## config.mk

```make
export PLATFORM = sky130hd
export DESIGN_NAME = interrupt_sequencer
export DESIGN_NICKNAME = d
export VERILOG_FILES = /design/src/rtl/interrupt_sequencer.sv
export SDC_FILE = /design/constraint.sdc
export NUM_CORES = 1
export LEC_CHECK = 0
export ABC_AREA = 0
export ABC_CLOCK_PERIOD_IN_PS = 2330
export BUFFER_PORTS_ARGS = -buffer_cell sky130_fd_sc_hd__buf_4
export CORE_ASPECT_RATIO = 1.1
export CORE_MARGIN = 2
export CORE_UTILIZATION = 50
export CTS_BUF_LIST = sky130_fd_sc_hd__clkbuf_4 sky130_fd_sc_hd__clkbuf_8
export CTS_CLUSTER_SIZE = 20
export DETAILED_ROUTE_END_ITERATION = 8
export GPL_ROUTABILITY_DRIVEN = 0
export PLACE_DENSITY = 0.89
export SLEW_MARGIN = 20
export SYNTH_ARGS = -nofsm -noshare
export SYNTH_HDL_FRONTEND = slang
export SYNTH_SLANG_ARGS = --single-unit
```

## constraint.sdc

```tcl
create_clock -name i_clk -period 2.33 [get_ports i_clk]
set_input_delay 0 -clock i_clk [delete_from_list [all_inputs] [get_ports i_clk]]
set_output_delay 0 -clock i_clk [all_outputs]
set_load 0.01 [all_outputs]
```

## src/rtl/interrupt_sequencer.sv

```systemverilog
// Prioritised interrupt sequencer: edge-latched requests, fixed priority (index 0 highest),
// jump-safe single-cycle interrupt pulse, vector/return-address capture, RETI retirement.
// Optional nested preemption with a return stack is enabled by defining IRQ_NESTING_EN.
//
// state     | meaning
// S_IDLE    | no routine active, waiting for an eligible source and no jump redirect
// S_FIRE    | one-cycle interrupt/ack pulse to jump control
// S_SERVICE | routine running, waiting for RETI (or preemption when nesting)
module interrupt_sequencer #(
  parameter int          NUM_SRC    = 4,
  parameter logic [15:0] VEC_BASE   = 16'h0040,
  parameter logic [15:0] VEC_STRIDE = 16'h0004,
  parameter logic [5:0]  RETI_OP    = 6'b011110,
  parameter int          NEST_DEPTH = 2
) (
  input  logic               i_clk,
  input  logic               i_rst_n,
  input  logic [NUM_SRC-1:0] i_irq_req,
  input  logic [NUM_SRC-1:0] i_irq_mask,
  input  logic [5:0]         i_op,
  input  logic               i_pc_mux_sel,
  input  logic [15:0]        i_current_address,
  output logic               o_interrupt,
  output logic [15:0]        o_vector_addr,
  output logic [15:0]        o_ret_addr,
  output logic [2:0]         o_irq_id,
  output logic [NUM_SRC-1:0] o_irq_ack,
  output logic               o_in_service
);

  typedef enum logic [1:0] {S_IDLE, S_FIRE, S_SERVICE} state_t;

  state_t               r_state;
  logic [NUM_SRC-1:0]   r_req_d;
  logic [NUM_SRC-1:0]   r_pending;
  logic                 r_interrupt;
  logic [15:0]          r_vector_addr;
  logic [15:0]          r_ret_addr;
  logic [2:0]           r_irq_id;
  logic [NUM_SRC-1:0]   r_irq_ack;
  logic                 r_in_service;

  logic [NUM_SRC-1:0]   w_rise;
  logic [NUM_SRC-1:0]   w_elig;
  logic                 w_any;
  logic [2:0]           w_win_id;
  logic [NUM_SRC-1:0]   w_win_onehot;
  logic                 w_reti;

  function automatic logic [15:0] vec_of(input logic [2:0] id);
    return VEC_BASE + (16'(id) * VEC_STRIDE);
  endfunction

  assign w_rise       = i_irq_req & ~r_req_d;
  assign w_elig       = r_pending & ~i_irq_mask;
  assign w_any        = |w_elig;
  assign w_win_onehot = NUM_SRC'(1) << w_win_id;
  assign w_reti       = (i_op == RETI_OP);

  // Scan from the top so the lowest eligible index is the last (winning) assignment.
  always_comb begin
    w_win_id = 3'd0;
    for (int i = NUM_SRC - 1; i >= 0; i--) begin
      if (w_elig[i]) w_win_id = 3'(i);
    end
  end

  // A new edge in the same cycle as the ack re-arms the source.
  always_ff @(posedge i_clk or negedge i_rst_n) begin
    if (!i_rst_n) begin
      r_req_d   <= '0;
      r_pending <= '0;
    end else begin
      r_req_d   <= i_irq_req;
      r_pending <= (r_pending & ~r_irq_ack) | w_rise;
    end
  end

`ifdef IRQ_NESTING_EN
  localparam int DEPTH_W = $clog2(NEST_DEPTH + 1);

  logic [2:0]         r_stk_id   [NEST_DEPTH];
  logic [15:0]        r_stk_addr [NEST_DEPTH];
  logic [DEPTH_W-1:0] r_depth;
  logic               w_preempt;

  assign w_preempt = w_any && (w_win_id < r_irq_id) && !i_pc_mux_sel &&
                     (r_depth < DEPTH_W'(NEST_DEPTH));
`endif

  always_ff @(posedge i_clk or negedge i_rst_n) begin
    if (!i_rst_n) begin
      r_state       <= S_IDLE;
      r_interrupt   <= 1'b0;
      r_vector_addr <= VEC_BASE;
      r_ret_addr    <= 16'h0000;
      r_irq_id      <= 3'd0;
      r_irq_ack     <= '0;
      r_in_service  <= 1'b0;
`ifdef IRQ_NESTING_EN
      r_depth <= '0;
      for (int i = 0; i < NEST_DEPTH; i++) begin
        r_stk_id[i]   <= 3'd0;
        r_stk_addr[i] <= 16'h0000;
      end
`endif
    end else begin
      r_interrupt <= 1'b0;
      r_irq_ack   <= '0;
      case (r_state)
        S_IDLE: begin
          if (w_any && !i_pc_mux_sel) begin
            r_state       <= S_FIRE;
            r_irq_id      <= w_win_id;
            r_ret_addr    <= i_current_address;
            r_vector_addr <= vec_of(w_win_id);
            r_interrupt   <= 1'b1;
            r_irq_ack     <= w_win_onehot;
            r_in_service  <= 1'b1;
          end
        end
        S_FIRE: begin
          r_state <= S_SERVICE;
        end
        S_SERVICE: begin
          if (w_reti) begin
`ifdef IRQ_NESTING_EN
            if (r_depth != '0) begin
              r_irq_id      <= r_stk_id[0];
              r_ret_addr    <= r_stk_addr[0];
              r_vector_addr <= vec_of(r_stk_id[0]);
              r_depth       <= r_depth - 1'b1;
              for (int i = 0; i < NEST_DEPTH - 1; i++) begin
                r_stk_id[i]   <= r_stk_id[i+1];
                r_stk_addr[i] <= r_stk_addr[i+1];
              end
            end else begin
              r_state      <= S_IDLE;
              r_in_service <= 1'b0;
            end
`else
            r_state      <= S_IDLE;
            r_in_service <= 1'b0;
`endif
          end
`ifdef IRQ_NESTING_EN
          else if (w_preempt) begin
            for (int i = NEST_DEPTH - 1; i > 0; i--) begin
              r_stk_id[i]   <= r_stk_id[i-1];
              r_stk_addr[i] <= r_stk_addr[i-1];
            end
            r_stk_id[0]   <= r_irq_id;
            r_stk_addr[0] <= r_ret_addr;
            r_depth       <= r_depth + 1'b1;
            r_state       <= S_FIRE;
            r_irq_id      <= w_win_id;
            r_ret_addr    <= i_current_address;
            r_vector_addr <= vec_of(w_win_id);
            r_interrupt   <= 1'b1;
            r_irq_ack     <= w_win_onehot;
          end
`endif
        end
        default: begin
          r_state      <= S_IDLE;
          r_in_service <= 1'b0;
        end
      endcase
    end
  end

  assign o_interrupt   = r_interrupt;
  assign o_vector_addr = r_vector_addr;
  assign o_ret_addr    = r_ret_addr;
  assign o_irq_id      = r_irq_id;
  assign o_irq_ack     = r_irq_ack;
  assign o_in_service  = r_in_service;

endmodule

```

==> impl_metrics.ini, run 1 <==
[run_status]
status = completed

[finish]
layout-drive-gt1-share_pct = 30.80
final_common_cell = buf_4
layout_common_cells = buf_4, nand2_1, dfrtp_1
area_growth_pct = 44.54
final_nets = 257
insertedDiodeCount = 0
finish.instance_area_sq_um = 2054

[sta]
worstMarginPinSlew_ps = 668.1
finClkSkew_ps = 2.456
finalSetupViolCount = 0
timing.fmax_ghz = 0.5315
finalMaxSlewViolations = 0
fin_crit_ps = 1881
holdWs_ps = 50.37
fin_ws_ps = 448.6
rsz0062_at_grt = no
hold_viol_final = 0
slew_headroom_pct = 55.46
fin_crit_sh_pct = 80.74
fin_setup_tns_ps = 0

[worst_setup_path]
critPathLaunchType = flip-flop
required_ps = 2550
critPathBufInv = 1
path_max_fanout = 20
slowest_delay_ps = 640
cpLargestDelayFamily = compound AO/OA/AOI/OAI gates
crit_path_cell_trace = nand2b_1 -> a41o_1 -> inv_2 -> o22a_1
slowest_stage = a41o_1
worstSetupPathType = reg -> reg
cp-end-kind = flip-flop
cp.arrival_ps = 2110

[floorplan]
core_area_sq_um = 2728
die_w_um = 54.84
dieHeight_um = 59.92
initial_core_util_pct = 52.11
ios = 74
die_area_sq_um = 3286
core.rowCount = 20

[synthesis]
synth.area.top_cells = dfrtp_1, nand2_1, buf_4, inv_1, nand2b_1
yosysTopAreaCell = dfrtp_1
ys.warnings.count = 0
synth_xor_area_share_pct = 0
synth-adder-area-share_pct = 0
synth_compound_area_share_pct = 5.282
synthCells = 144
syn-cell-area_sq_um = 1421
yosys.area_share.simple_pct = 18.75
ys_seq_elements = 34
yosysSeqAreaShare_pct = 59.86
synth.distinct_cells = 23
postSynthAreaPerCell_sq_um = 9.871
synthDominantCellAreaShare_pct = 59.86
synth_mux_area_share_pct = 0.7923
synth_top_family_by_area = simple AND/OR/NAND/NOR gates

[detailed_routing]
via_count = 1177
drt_wl_total_um = 2972
drt-pass1-iter-count = 6
via_per_inst = 4.580
route.detailed.drc = 0
initialDrtViolationCount = 11
ant_nets = 0
routedWlPerCell_um = 11.56

[global_routing]
antenna_found_initial = 0
overflow = 0
grt_pass1_vias = 1179
grt_pass1_wl_um = 4795
grt_max_degree = 35
track_usage_pct = 20.73

[clock_tree]
post-cts-setup-buffers = 0
numCtsBuffers = 5
htreeDepth = 2
cts_root_buffer = clkbuf_4
holdBufCountCts = 22
tritoncts = done
clockBufferDepth = 2
post_cts_resized = 0
cts.clk_slew.worst_paths_ps = 90
cts.sinks = 34
worstSkewPairLatency_ps = 330

[power]
p_int_mw = 1.339
netSwitchingFraction_pct = 34.12
power_mw = 2.032
ir_worst_vdd_v = 0.0006426
p_sw_mw = 0.6933
combPwrFrac_pct = 39.4
p_leak_nw = 1.153
powerDensity_nw_per_um2 = 989.0
pwr-share-clk_pct = 15.3
seq_power_share_pct = 45.3

[placed_design]
dpl_worst_slack_ps = 455.1
placed_area_sq_um = 1782
portBuffers = 58
hpwlAfterDp_um = 2024

[hold_path]
hold_class = in -> reg

[job]
drv_cap = 0
## cell type report
type,instances,area [sq um]
sequential,34,850.8
fill,202,673.1
timing repair buffer,80,655.6
multi-input combinational,91,409.1
clock buffer,7,52.55
inverter,12,45.04
tap,33,41.29
## registers in the layout, summed over array words and instances (netlist names)
register      count
o_ret_addr       16
o_irq_ack         4
r_pending         4
r_req_d           4
o_irq_id          2
r_state           2
o_in_service      1
o_interrupt       1
## cells in the mapped netlist
| library cell | instances |
|---|---|
| o22ai_1 | 4 |
| nand2b_1 | 4 |
| mux2_2 | 1 |
| dfrtp_1 | 34 |
| buf_4 | 17 |
| and3_1 | 1 |
| o22a_1 | 1 |
| o21ai_1 | 1 |
| a41o_1 | 1 |
| inv_1 | 10 |
| and4b_1 | 1 |
| inv_2 | 2 |
| nand2_1 | 50 |
| nand3_1 | 1 |
| conb_1 | 2 |
| or3_4 | 1 |
| nor2_1 | 4 |
| buf_6 | 2 |
| a31oi_1 | 1 |
| buf_8 | 1 |
| a21oi_1 | 3 |
| nor2b_1 | 1 |
| o21ai_0 | 1 |
## layer usage
layer / share of wire (%) / wire length [um] / vias up / track usage, %
met5: 0 / 0 / - / 0
met4: 1.5 / 44 / 0 / 9.643
met3: 7.1 / 210 / 5 / 5.500
met2: 55 / 1621 / 51 / 37.24
met1: 37 / 1096 / 550 / 21.74
li1: - / - / 571 / -
## tightest hold or removal path, stage by stage
cell	delay, ps
buf_4	80
a31oi_1	100
o22a_1	170
## kinds of logic after synthesis
logic type / after synthesis
compound gates: 12
buf+inv: 32
flops: 34
mux: 1
other cells: 2
simple gates: 63
## path summary, 6_finish.rpt
kind | start | end | slack (ps) | cells after the start
worst max-delay path | r_pending[0]$_DFF_PN0_ | o_in_service$_DFFE_PN0P_ | 450 | 4
worst min-delay path | i_op[4] | o_in_service$_DFFE_PN0P_ | 50 | 3
worst max register to register | r_pending[0]$_DFF_PN0_ | o_in_service$_DFFE_PN0P_ | 450 | 4
worst min register to register | r_req_d[1]$_DFF_PN0_ | r_pending[1]$_DFF_PN0_ | 430 | 1
max in group asynchronous | i_rst_n | o_in_service$_DFFE_PN0P_ | 1900 | 2
min in group asynchronous | i_rst_n | o_irq_ack[0]$_DFF_PN0_ | 140 | 2
## stage by stage
stage | instances | utilization, %
floorplan | 157 | -
global placement | 228 | 65.32
detailed placement | 228 | 65.32
CTS | 257 | 75.32
global route | 257 | 75.32
finish | 257 | 75.32
## power by group through the flow
stage / clock network [mW] / logic [mW] / registers (mW)
finish: 0.311 / 0.800 / 0.921
floorplan: 0 / 0.371 / 0.992
detailed placement: 0 / 0.776 / 0.926
global placement: 0 / 0.753 / 0.925
global route: 0.342 / 0.886 / 0.946
CTS: 0.321 / 0.806 / 0.920
Note: power is estimated with default switching activity, not from simulation.
==> run 2: changes to the inputs <==
--- a/config.mk
+++ b/config.mk
@@ -6,16 +6,16 @@
 export NUM_CORES = 1
 export LEC_CHECK = 0
 export ABC_AREA = 0
-export ABC_CLOCK_PERIOD_IN_PS = 2330
+export ABC_CLOCK_PERIOD_IN_PS = 1700
 export BUFFER_PORTS_ARGS = -buffer_cell sky130_fd_sc_hd__buf_4
 export CORE_ASPECT_RATIO = 1.1
 export CORE_MARGIN = 2
-export CORE_UTILIZATION = 50
+export CORE_UTILIZATION = 42
 export CTS_BUF_LIST = sky130_fd_sc_hd__clkbuf_4 sky130_fd_sc_hd__clkbuf_8
 export CTS_CLUSTER_SIZE = 20
 export DETAILED_ROUTE_END_ITERATION = 8
 export GPL_ROUTABILITY_DRIVEN = 0
-export PLACE_DENSITY = 0.89
+export PLACE_DENSITY = 0.8
 export SLEW_MARGIN = 20
 export SYNTH_ARGS = -nofsm -noshare
 export SYNTH_HDL_FRONTEND = slang
==> constraint.sdc (replaced) <==
create_clock -name i_clk -period 1.7 [get_ports i_clk]
set_input_delay 0 -clock i_clk [delete_from_list [all_inputs] [get_ports i_clk]]
set_output_delay 0 -clock i_clk [all_outputs]
set_load 0.01 [all_outputs]
==> run 2 against run 1 <==
Compared with the run above: first-iteration DRC count shrank 45%; combinational power grew 39%; clock skew about the same; register-to-register slack worse by 280 ps; count of clock-buffer cells in the layout unchanged; highest routed layer unchanged; global-route usage shrank 3.2 points; critical endpoint unchanged; power is 38% higher; critical path type unchanged; sequential share of layout area fell by 0.37 points; cell area is 0.91% higher.
==> impl_metrics.ini, run 2 (synthesized netlist as in run 1, its figures left out) <==
[floorplan]
dieHeight_um = 65.02
die_area_sq_um = 3866
core_area_sq_um = 3276
initial_core_util_pct = 43.39
core.rowCount = 22
ios = 74
die_w_um = 59.47

[clock_tree]
cts.clk_slew.worst_paths_ps = 90
cts_root_buffer = clkbuf_4
post-cts-setup-buffers = 0
tritoncts = done
htreeDepth = 2
worstSkewPairLatency_ps = 320
clockBufferDepth = 2
cts.sinks = 34
numCtsBuffers = 5

[power]
p_sw_mw = 0.9410
seq_power_share_pct = 45.3
pwr-share-clk_pct = 15.1
p_int_mw = 1.853
netSwitchingFraction_pct = 33.68
powerDensity_nw_per_um2 = 1348
combPwrFrac_pct = 39.6
ir_worst_vdd_v = 0.0006724
p_leak_nw = 1.162

[sta]
rsz0062_at_grt = no
finClkSkew_ps = 2.302
fin_setup_tns_ps = 0
fin_ws_ps = 171.1
fin_crit_sh_pct = 89.94
hold_viol_final = 0
timing.fmax_ghz = 0.6541
fin_crit_ps = 1529
finalSetupViolCount = 0
finalMaxSlewViolations = 0

[detailed_routing]
route.detailed.drc = 0
ant_nets = 0
routedWlPerCell_um = 11.20
via_count = 1166
via_per_inst = 4.450
initialDrtViolationCount = 6
drt_wl_total_um = 2934
drt-pass1-iter-count = 4

[finish]
largest_reg_flops = 16
layout-drive-gt1-share_pct = 31.42
insertedDiodeCount = 0
final_common_cell = buf_4
final_nets = 259
layout_common_cells = buf_4, nand2_1, dfrtp_1
area_growth_pct = 45.86
instances_no_fill = 262

[worst_setup_path]
crit_end = o_in_service$_DFFE_PN0P_
worstSetupPathType = reg -> reg
reg2reg_slack_ps = 170
reg2reg_depth = 4
path_max_fanout = 18
required_ps = 1960
crit-reg2reg-launch = r_state[1]$_DFFE_PN0P_
cp.arrival_ps = 1790
r2r_end = o_in_service$_DFFE_PN0P_
critPathLaunchType = flip-flop
cp-end-kind = flip-flop
critical_path.startpoint = r_state[1]$_DFFE_PN0P_

[global_routing]
antenna_found_initial = 0
grt_pass1_vias = 1124
overflow = 0
grt_pass1_wl_um = 5050
grt_max_degree = 35
track_usage_pct = 17.49

[placed_design]
place_inst = 233
portBuffers = 58
dpl_worst_slack_ps = 169.1
hpwlAfterDp_um = 1968

[hold_path]
hold_class = in -> reg

[run_status]
status = completed

[job]
drv_cap = 0
run 2: layer usage:
layer	wire length, um	track usage, %	up-vias
li1	-	-	574
met1	1204	20.00	545
met2	1499	29.53	45
met3	208	7.585	2
met4	21	4.261	0
met5	0	0	-
run 2: what timing repair did:
item,CTS,global route
hold endpoints to repair,59,0
resized for setup,0,0
hold buffers,22,0
run 2: critical path, cell delays in order, from the launching register on:
cell and delay (ps):
dfrtp_1 410, or3_4 390, a41o_1 250, inv_2 240, o22a_1 180
run 2: how the worst min path moves through the flow:
stage                       start                       end  slack, ps  depth (start not counted)
after floorplan           i_rst_n  o_in_service$_DFFE_PN0P_       -300                          0
after global placement    i_rst_n    r_pending[1]$_DFF_PN0_        -40                          1
after detailed placement  i_rst_n    r_pending[1]$_DFF_PN0_        -30                          1
after CTS                 i_op[4]  o_in_service$_DFFE_PN0P_         40                          3
after global routing      i_op[4]  o_in_service$_DFFE_PN0P_         30                          3
final                     i_op[4]  o_in_service$_DFFE_PN0P_         60                          3
run 2: metrics by stage:
step           total power [mW]  util [%]  instance area, sq um  hold WS (ps)
2_1_floorplan             1.867         -                  1470        -295.6
3_3_place_gp              2.322     54.97                  1800        -37.20
3_5_place_dp              2.357     54.97                  1800        -29.61
4_1_cts                   2.827     63.29                  2073         38.00
5_1_grt                   3.027     63.29                  2073         29.89
6_report                  2.794     63.29                  2073         55.97
run 2: final cells by class:
cell class / instances / area, sq um
fillers: 275 / 1202
repair buffers: 82 / 670.6
well taps: 36 / 45.04
multi-input cells: 91 / 409.1
flip-flops and latches: 34 / 850.8
inverters: 12 / 45.04
clock buffers: 7 / 52.55
run 2: power by group through the flow:
| stage | logic (mW) | clock network (mW) | registers, mW |
|---|---|---|---|
| after floorplan | 0.508 | 0 | 1.36 |
| after global placement | 1.05 | 0 | 1.27 |
| after detailed placement | 1.09 | 0 | 1.27 |
| after CTS | 1.12 | 0.441 | 1.27 |
| after global routing | 1.23 | 0.490 | 1.30 |
| final | 1.11 | 0.421 | 1.27 |
